===== src/rtl/dandriscv_mem_pkg.sv =====
// Shared types and constants for the icache/dcache memory port arbiter.
package dandriscv_mem_pkg;

   typedef enum logic {OWN_ICACHE = 1'b0, OWN_DCACHE = 1'b1} mem_owner_e;
   typedef enum logic {ARB_IDLE = 1'b0, ARB_WAIT_RSP = 1'b1} arb_state_e;

   localparam logic [2:0] ISIZE_WORD = 3'd2;

endpackage


===== src/rtl/mem_arb_grant.sv =====
// Combinational owner pick for the shared memory port.
// MEM_ARB_RR_EN: round-robin on contention; otherwise dcache has fixed priority.
module mem_arb_grant
   import dandriscv_mem_pkg::*;
(
   input  logic ivalid,
   input  logic dvalid,
   input  logic lock,
   input  logic locked_owner,
`ifdef MEM_ARB_RR_EN
   input  logic last_grant,
`endif
   output logic owner
);

   always_comb begin
      owner = OWN_ICACHE;
      if (lock) begin
         owner = locked_owner;
      end else if (ivalid && dvalid) begin
`ifdef MEM_ARB_RR_EN
         owner = ~last_grant;
`else
         owner = OWN_DCACHE;
`endif
      end else if (dvalid) begin
         owner = OWN_DCACHE;
      end
   end

endmodule


===== src/rtl/mem_port_arbiter.sv =====
// Shares one memory port between icache and dcache, one transaction in flight.
// Optional MEM_ARB_RR_EN enables round-robin arbitration (see mem_arb_grant).
module mem_port_arbiter
   import dandriscv_mem_pkg::*;
#(
   parameter int unsigned ADDR_W  = 64,
   parameter int unsigned DATA_W  = 64,
   parameter int unsigned INSTR_W = 32
) (
   input  logic                  clk,
   input  logic                  reset,
   input  logic                  icache_cmd_valid,
   output logic                  icache_cmd_ready,
   input  logic [ADDR_W-1:0]     icache_cmd_payload_addr,
   output logic                  icache_rsp_valid,
   output logic [INSTR_W-1:0]    icache_rsp_payload_data,
   input  logic                  dcache_cmd_valid,
   output logic                  dcache_cmd_ready,
   input  logic [ADDR_W-1:0]     dcache_cmd_payload_addr,
   input  logic                  dcache_cmd_payload_wen,
   input  logic [DATA_W-1:0]     dcache_cmd_payload_wdata,
   input  logic [DATA_W/8-1:0]   dcache_cmd_payload_wstrb,
   input  logic [2:0]            dcache_cmd_payload_size,
   output logic                  dcache_rsp_valid,
   output logic [DATA_W-1:0]     dcache_rsp_payload_data,
   output logic                  mem_cmd_valid,
   input  logic                  mem_cmd_ready,
   output logic [ADDR_W-1:0]     mem_cmd_payload_addr,
   output logic                  mem_cmd_payload_wen,
   output logic [DATA_W-1:0]     mem_cmd_payload_wdata,
   output logic [DATA_W/8-1:0]   mem_cmd_payload_wstrb,
   output logic [2:0]            mem_cmd_payload_size,
   input  logic                  mem_rsp_valid,
   input  logic [DATA_W-1:0]     mem_rsp_payload_data,
   output logic                  stray_rsp
);

   arb_state_e state_q, state_d;
   mem_owner_e owner_q, owner_d;
   mem_owner_e locked_owner_q, locked_owner_d;
   mem_owner_e grant;
   logic       lock_q, lock_d;
   logic       ihalf_q, ihalf_d;
   logic       grant_raw;
   logic       cmd_valid;
`ifdef MEM_ARB_RR_EN
   mem_owner_e last_grant_q, last_grant_d;
`endif

   mem_arb_grant u_grant (
      .ivalid       (icache_cmd_valid),
      .dvalid       (dcache_cmd_valid),
      .lock         (lock_q),
      .locked_owner (locked_owner_q),
`ifdef MEM_ARB_RR_EN
      .last_grant   (last_grant_q),
`endif
      .owner        (grant_raw)
   );

   assign grant     = mem_owner_e'(grant_raw);
   assign cmd_valid = (grant == OWN_DCACHE) ? dcache_cmd_valid : icache_cmd_valid;

   always_ff @(posedge clk) begin
      if (reset) begin
         state_q        <= ARB_IDLE;
         lock_q         <= 1'b0;
         locked_owner_q <= OWN_ICACHE;
         owner_q        <= OWN_ICACHE;
         ihalf_q        <= 1'b0;
`ifdef MEM_ARB_RR_EN
         last_grant_q   <= OWN_ICACHE;
`endif
      end else begin
         state_q        <= state_d;
         lock_q         <= lock_d;
         locked_owner_q <= locked_owner_d;
         owner_q        <= owner_d;
         ihalf_q        <= ihalf_d;
`ifdef MEM_ARB_RR_EN
         last_grant_q   <= last_grant_d;
`endif
      end
   end

   always_comb begin
      state_d        = state_q;
      lock_d         = lock_q;
      locked_owner_d = locked_owner_q;
      owner_d        = owner_q;
      ihalf_d        = ihalf_q;
`ifdef MEM_ARB_RR_EN
      last_grant_d   = last_grant_q;
`endif
      unique case (state_q)
         ARB_IDLE: begin
            if (cmd_valid) begin
               if (mem_cmd_ready) begin
                  owner_d = grant;
                  ihalf_d = icache_cmd_payload_addr[2];
                  lock_d  = 1'b0;
                  state_d = ARB_WAIT_RSP;
               end else begin
                  // Freeze the grant while the memory stalls so the payload stays stable.
                  lock_d         = 1'b1;
                  locked_owner_d = grant;
               end
            end
         end
         ARB_WAIT_RSP: begin
            if (mem_rsp_valid) begin
`ifdef MEM_ARB_RR_EN
               last_grant_d = owner_q;
`endif
               state_d = ARB_IDLE;
            end
         end
      endcase
   end

   // Outputs are held quiet during reset so a response in flight is dropped at once.
   always_comb begin
      icache_cmd_ready        = 1'b0;
      dcache_cmd_ready        = 1'b0;
      icache_rsp_valid        = 1'b0;
      icache_rsp_payload_data = '0;
      dcache_rsp_valid        = 1'b0;
      dcache_rsp_payload_data = '0;
      mem_cmd_valid           = 1'b0;
      mem_cmd_payload_addr    = '0;
      mem_cmd_payload_wen     = 1'b0;
      mem_cmd_payload_wdata   = '0;
      mem_cmd_payload_wstrb   = '0;
      mem_cmd_payload_size    = '0;
      stray_rsp               = 1'b0;
      if (!reset) begin
         unique case (state_q)
            ARB_IDLE: begin
               stray_rsp     = mem_rsp_valid;
               mem_cmd_valid = cmd_valid;
               if (grant == OWN_DCACHE) begin
                  dcache_cmd_ready = mem_cmd_ready;
                  if (dcache_cmd_valid) begin
                     mem_cmd_payload_addr  = dcache_cmd_payload_addr;
                     mem_cmd_payload_wen   = dcache_cmd_payload_wen;
                     mem_cmd_payload_wdata = dcache_cmd_payload_wdata;
                     mem_cmd_payload_wstrb = dcache_cmd_payload_wstrb;
                     mem_cmd_payload_size  = dcache_cmd_payload_size;
                  end
               end else begin
                  icache_cmd_ready = mem_cmd_ready;
                  if (icache_cmd_valid) begin
                     mem_cmd_payload_addr = icache_cmd_payload_addr;
                     mem_cmd_payload_size = ISIZE_WORD;
                  end
               end
            end
            ARB_WAIT_RSP: begin
               if (mem_rsp_valid) begin
                  if (owner_q == OWN_DCACHE) begin
                     dcache_rsp_valid        = 1'b1;
                     dcache_rsp_payload_data = mem_rsp_payload_data;
                  end else begin
                     icache_rsp_valid        = 1'b1;
                     icache_rsp_payload_data = ihalf_q ? mem_rsp_payload_data[DATA_W-1:INSTR_W]
                                                       : mem_rsp_payload_data[INSTR_W-1:0];
                  end
               end
            end
         endcase
      end
   end

endmodule


===== config.mk =====
export PLATFORM = sky130hd
export DESIGN_NAME = mem_port_arbiter
export DESIGN_NICKNAME = d
export VERILOG_FILES = /design/src/rtl/dandriscv_mem_pkg.sv /design/src/rtl/mem_arb_grant.sv /design/src/rtl/mem_port_arbiter.sv
export SDC_FILE = /design/constraint.sdc
export NUM_CORES = 1
export LEC_CHECK = 0
export BUFFER_PORTS_ARGS = -buffer_cell sky130_fd_sc_hd__buf_2
export CAP_MARGIN = 20
export CORE_AREA = 2 2 201 203
export CTS_BUF_LIST = sky130_fd_sc_hd__clkbuf_8
export DETAILED_ROUTE_END_ITERATION = 6
export DIE_AREA = 0 0 203 205
export SETUP_SLACK_MARGIN = 0.3
export SLEW_MARGIN = 25
export SYNTH_ARGS = -nofsm -noshare
export SYNTH_HDL_FRONTEND = slang
export SYNTH_SLANG_ARGS = --single-unit

===== constraint.sdc =====
create_clock -name clk -period 1.7 [get_ports clk]
set_clock_uncertainty 0.2 [all_clocks]
set_input_delay 0.255 -clock clk [delete_from_list [all_inputs] [get_ports clk]]
set_output_delay 0.255 -clock clk [all_outputs]
set_load 0.005 [all_outputs]

==> metrics.yaml, run 1 <==
crit_buf_inv: 3
slew_violations: 0
drtPass1Iterations: 5
cts_buffers: 3
post-place-ws_ns: -0.183
rsz0062_at_grt: "yes"
ys_ff_latch: 5
max_stage_delay_ns: 0.38
tightest_slew_ns: 0.422
cpMaxStageDelayCell: "dfxtp_4"
areaGrowthSynthToFinish_pct: 173
cts_root_buffer: "clkbuf_8"
timing.fmax_mhz: 481
place.gp.congestion: 0.817
p_leak_nw: 4.03
crit_path_end_kind: "output port"
grt_pass1_wl_um: 27000
path_delay_family: "buffers and inverters"
antenna_found_initial: 5
total_power_mw: 1.96
viasPerCell: 3.65
io_buffers: 515
grt_max_degree: 66
start_util_pct: 7.17
drt_iter0_drc: 300
violations: "setup timing"
cts.sinks: 5
synthesis.nets: 766
outcome: "finished with violations"
grt_pass1_vias: 4993
drc_errors: 0
ctsHoldBuffers: 0
layout_setup_ws_ns: -0.381
synth_top_area_cell: "and2_1"
worstPathCellList: "mux2_4, o21ai_4, buf_12, buf_12, a21oi_1, buf_2"
grt_usage_pct: 8.34
hold_viol_final: 0
pin_count: 516
setup_violations: 240
clk_pin_slew_worst_paths_ns: 0.04
final_nets: 1290
fp.coreArea_um2: 39400
yosysWarnings: 0
start_kind: "register"
synth_area_leaders: "and2_1 31%, mux2i_1 13%, a21oi_1 12%"
worstPathArrival_ns: 1.63
maxSlewHeadroom_pct: 71.9
wl_per_cell_um: 14.4
dieArea_um2: 41600
synth_top_area_share_pct: 31.3
criticalPathCategory: "register to output port"
dp_hpwl_um: 16600
crit_fanout: 21
syn-mean-instance-area_um2: 5.73
htreeDepth: 1
chipHeight_um: 205
die_w_um: 203
power.density_nw_per_um2: 254
period_minus_slack_ns: 2.08
layout-drive-gt1-share_pct: 69.2
cts.path.max_buffers: 2
hp-class: "input port to register"
cp.required_ns: 1.24
antenna_left: 0
cap_viol_max_count: 0
syn-instance-count: 492
routed_wl_um: 22200
clock_latency_ns: 0.22
syn_area_um2: 2820
synth_seq_area_share_pct: 3.55
fp-row-count: 73
path_common_cell: "buf_12"
grt-ovfl-total: 0
cts_tree: "built"
ys_types: 30
dr_total_vias: 5640
timing.final.crit_share_pct: 122
irDropWorstVdd_v: 0.000175
worst paths after layout:
check / cells past startpoint / to / from / slack [ns]
setup reg to reg: 7 / owner_q / locked_owner_q / 0.06
setup / recovery: 6 / mem_cmd_payload_addr[61] / lock_q / -0.38
hold reg to reg: 2 / ihalf_q / ihalf_q / 0.31
hold / removal: 3 / ihalf_q / icache_cmd_payload_addr[2] / 0.13
cells in the mapped netlist:
master     number
o21ai_4         1
nor3b_1         1
clkbuf_2        7
dfxtp_1         5
mux2_4          1
buf_2          21
a21oi_1        65
o221ai_1        1
buf_1           3
nor2_4          1
a211oi_1        1
clkbuf_1       20
nor2_1         37
inv_1           5
nand3_1        65
o41ai_1         1
nand4_1         1
mux2i_1        36
buf_4           2
nand2_1        66
o21ai_0         1
and3_1          1
nand2b_1        3
mux2_2          1
a2111oi_4       1
o21ba_2         1
a2111oi_0       1
or3_1           1
and2_1        141
nor2b_1         1
sequential cells by signal, indices dropped and copies added (netlist names):
register and flops:
ihalf_q 1, lock_q 1, state_q 1, owner_q 1
locked_owner_q 1
cell families (layout without fill, tap and decap cells):
group | Yosys count | count (layout) | share of synthesized area [%]
compound gates | 73 | 73 | 14.8
buf+inv | 58 | 581 | 9.22
flops | 5 | 5 | 3.55
mux | 38 | 38 | 13.7
other cells | 0 | 4 | 0
simple gates | 318 | 318 | 58.7
where the power goes:
part | switching (mW) | total, mW | internal, mW
Sequential | 0.0165 | 0.145 | 0.128
Combinational | 0.786 | 1.60 | 0.812
Clock | 0.0583 | 0.213 | 0.155
Total | 0.861 | 1.96 | 1.10
cells in the final DEF (no fill, tap or decap), types with 17 or more instances in the layout:
cell	n
a21oi_1	51
and2_1	79
and2_4	62
buf_12	17
buf_2	458
buf_4	19
buf_6	63
mux2i_1	34
nand2_1	65
nand3_1	65
nor2_4	34
metal layers:
layer,global-route usage [%],wire length (µm),vias to the layer above
met5,0,0,-
met4,4.22,781,0
met3,0.955,1650,34
met2,15.4,11500,359
met1,9.43,8300,2580
li1,-,-,2667
metrics by stage:
stage	instances	util, %	cell area (µm²)	setup TNS, ns	hold slack (ns)
2_1_floorplan	492	-	3480	0	0.210
3_3_place_gp	1509	16.7	6590	-15.70	0.311
3_5_place_dp	1509	16.7	6590	-17.78	0.319
4_1_cts	1528	17.9	7030	-71.11	0.133
5_1_grt	1544	19.5	7690	-83.16	0.133
6_report	1544	19.5	7690	-68.29	0.126
repair_timing:
item	in CTS	in global routing
buffers inserted	10	1
setup endpoints to repair	246	246
gates cloned	5	11
pin swaps	13	23
gates resized for setup	37	86
cell type report:
| type | instances | area (µm²) |
|---|---|---|
| clock inverters | 1 | 3.75 |
| multi-input cells | 429 | 2990 |
| clock buffers | 3 | 41.3 |
| repair buffers | 572 | 3850 |
| diodes | 4 | 10.0 |
| fillers | 4444 | 31700 |
| well taps | 525 | 657 |
| inverters | 5 | 18.8 |
| flip-flops and latches | 5 | 113 |
tightest hold or removal path: stages:
cell	delay, ns
buf_2	0.12
nand2b_1	0.06
mux2i_1	0.06
Note: power is estimated with default switching activity, not from simulation.
==> run 2: changes to the inputs <==
==> constraint.sdc (replaced) <==
create_clock -name clk -period 1.7 [get_ports clk]
set_clock_uncertainty 0.2 [all_clocks]
set_input_delay 0 -clock clk [delete_from_list [all_inputs] [get_ports clk]]
set_output_delay 0 -clock clk [all_outputs]
set_load 0.005 [all_outputs]
==> run 2 against run 1 <==
  * The flow still finishes with violations (setup timing)
  * Non-clock buffer count up 39
  * Register-to-register slack worse by 0.19 ns
  * Critical path type unchanged
  * Maximum frequency up 9.4%
  * Routed wire length up 29%
  * Clock power about the same
  * Utilization up 3.9 points
  * First-iteration DRC count up 48%
  * Largest power group unchanged
  * Cell area up 20%
  * Hold slack worse by 0.083 ns
==> metrics.yaml, run 2 (synthesis results as in run 1) <==
crit_path_end_kind: "output port"  # unchanged
rsz0062_at_grt: "yes"  # unchanged
layout_common_cells: "400 x buf_2, 133 x buf_6, 114 x and2_4"  # was 458 x buf_2, 79 x and2_1, 65 x nand2_1, 65 x nand3_1, 63 x buf_6
worstPathArrival_ns: 1.70  # was 1.63 ns
register_area_um2: 115  # was 113 µm²
power.density_nw_per_um2: 289  # was 254 nW/µm²
antenna_found_initial: 7  # was 5
max_stage_delay_ns: 0.36  # was 0.38 ns
fp.coreArea_um2: 39400  # unchanged
cts_buffers: 3  # unchanged
cap_viol_max_count: 0  # unchanged
drt_iter0_drc: 445  # was 300
final_nets: 1329  # was 1290
dr_total_vias: 5979  # was 5640
cts.path.max_buffers: 2  # unchanged
multiInputGateArea_um2: 3290  # was 2990 µm²
wl_per_cell_um: 18.1  # was 14.4 µm
layout-drive-gt1-share_pct: 78.4  # was 69.2%
p_seq_share_pct: 5.8  # was 7.4%
cts_tree: "built"  # unchanged
setup_violations: 238  # was 240
clock_latency_ns: 0.22  # about the same
grt_max_degree: 66  # unchanged
antenna_left: 0  # unchanged
clkPwrFrac_pct: 8.0  # was 10.9%
p_comb_share_pct: 86.2  # was 81.7%
grtUsageMet1_pct: 11.1  # was 9.43%
dieArea_um2: 41600  # unchanged
cpMaxStageDelayCell: "dfxtp_4"  # unchanged
dp_hpwl_um: 15900  # was 16600 µm
internal-power_mw: 1.54  # was 1.10 mW
layout_setup_ws_ns: -0.202  # was -0.381 ns
io_buffers: 515  # unchanged
chipHeight_um: 205  # unchanged
drc_errors: 0  # unchanged
routed_wl_um: 28700  # was 22200 µm
start_kind: "register"  # unchanged
grt-ovfl-total: 0  # unchanged
period_minus_slack_ns: 1.90  # was 2.08 ns
slew_violations: 0  # unchanged
tightest_slew_ns: 0.411  # was 0.422 ns
die_w_um: 203  # unchanged
violations: "setup timing"  # unchanged
met3_usage_pct: 2.37  # was 0.955%
outcome: "finished with violations"  # unchanged
swShare_pct: 42.0  # was 44.0%
criticalPathCategory: "register to output port"  # unchanged
grt_pass1_wl_um: 31500  # was 27000 µm
path_delay_family: "buffers and inverters"  # unchanged
crit_buf_inv: 4  # was 3
layout_commonest_cell: "buf_2"  # unchanged
post-place-ws_ns: 0.0350  # was -0.183 ns
path_common_cell: "buf_12"  # unchanged
n_fill_cell: 4215  # was 4444
start_util_pct: 7.17  # unchanged
cts_root_buffer: "clkbuf_8"  # unchanged
postPlaceCellArea_um2: 6130  # was 6590 µm²
timing.fmax_mhz: 526  # was 481 MHz
fp-row-count: 73  # unchanged
timing.final.crit_share_pct: 112  # was 122%
use_met2_pct: 19.2  # was 15.4%
switchingPower_mw: 1.12  # was 0.861 mW
hp-class: "input port to register"  # unchanged
grt-busiest-layer: "met2"  # unchanged
maxSlewHeadroom_pct: 71.8  # was 71.9%
place.gp.congestion: 0.772  # was 0.817
htreeDepth: 1  # unchanged
finish.instance_area_um2: 9210  # was 7690 µm²
pin_count: 516  # unchanged
grt_pass1_vias: 5348  # was 4993
grt_usage_pct: 10.1  # was 8.34%
cp.required_ns: 1.50  # was 1.24 ns
clk_pin_slew_worst_paths_ns: 0.04  # about the same
p_leak_nw: 4.60  # was 4.03 nW
cts.sinks: 5  # unchanged
irDropWorstVdd_v: 0.000168  # was 0.000175 V
viasPerCell: 3.78  # was 3.65
hold_viol_final: 0  # unchanged
drtPass1Iterations: 4  # was 5
crit_fanout: 9  # was 21
worstPathCellList: "buf_6, mux2i_4, buf_12, buf_12, nand2_2, a21oi_2, buf_2"  # was mux2_4, o21ai_4, buf_12, buf_12, a21oi_1, buf_2
areaGrowthSynthToFinish_pct: 227  # was 173%
==> run 2: cell count changes in the layout (fill, tap and decap cells not counted), moves of 4 or more <==
cell,delta
dlygate4sd3_1,+4
buf_4,-6
and2_4,+52
buf_6,+70
nand2_2,+7
buf_12,+4
nand2_1,-15
a21oi_1,-20
buf_16,+18
and2_1,-52
clkbuf_16,+5
buf_2,-58
nand2_4,+8
a21oi_2,+20
==> run 2: path summary, 6_finish.rpt <==
path	to	from	slack, ns	cells past startpoint
setup / recovery	mem_cmd_payload_addr[57]	lock_q	-0.20	7
hold / removal	lock_q	icache_cmd_valid	0.04	3
hold reg to reg	locked_owner_q	locked_owner_q	0.32	2
setup reg to reg	owner_q	lock_q	-0.13	7
==> run 2: area by class of cell <==
type	count	share of cell area, %
multi-input cells	429	35.7
flip-flops and latches	5	1.25
well taps	525	7.13
inverters	5	0.204
repair buffers	611	55.1
clock buffers	3	0.448
clock inverters	1	0.0407
diodes	2	0.0543
==> run 2: worst min-delay path, cell delays in order <==
cell      delay (ns)
buf_2           0.16
o21ai_0         0.19
a211oi_1        0.07
==> run 2: metrics by stage <==
stage | total power [mW] | util [%] | hold slack (ns) | setup TNS, ns | std cells
floorplan | 0.721 | - | -0.104 | 0 | 492
global placement | 1.41 | 15.6 | 0.0670 | 0 | 1503
detailed placement | 1.43 | 15.6 | 0.0663 | 0 | 1503
CTS | 2.26 | 19.4 | 0.0193 | -17.16 | 1554
global route | 2.81 | 23.4 | 0.0579 | -41.26 | 1579
finish | 2.66 | 23.4 | 0.0433 | -25.52 | 1581
==> run 2: power by group through the flow <==
stage                     combinational, mW  clock [mW]  sequential, mW
final                                  2.29       0.213           0.153
after global routing                   2.42       0.234           0.156
after CTS                              1.88       0.223           0.152
after detailed placement               1.28           0           0.153
after global placement                 1.26           0           0.151
after floorplan                       0.583           0           0.138
==> run 2: metal layers <==
metal,wire length [µm],vias to the layer above,part of all wire [%]
met5,50,-,0.17
met4,673,8,2.3
met3,2250,40,7.8
met2,15400,361,54
met1,10300,2814,36
li1,-,2756,-
==> run 2: what timing repair did <==
action	in CTS	in global routing
gates resized for setup	169	258
hold buffers	4	0
buffers inserted	21	8
endpoints found under the setup margin	245	246
pin swaps	76	98
gates cloned	22	17
endpoints found under the hold margin	4	0
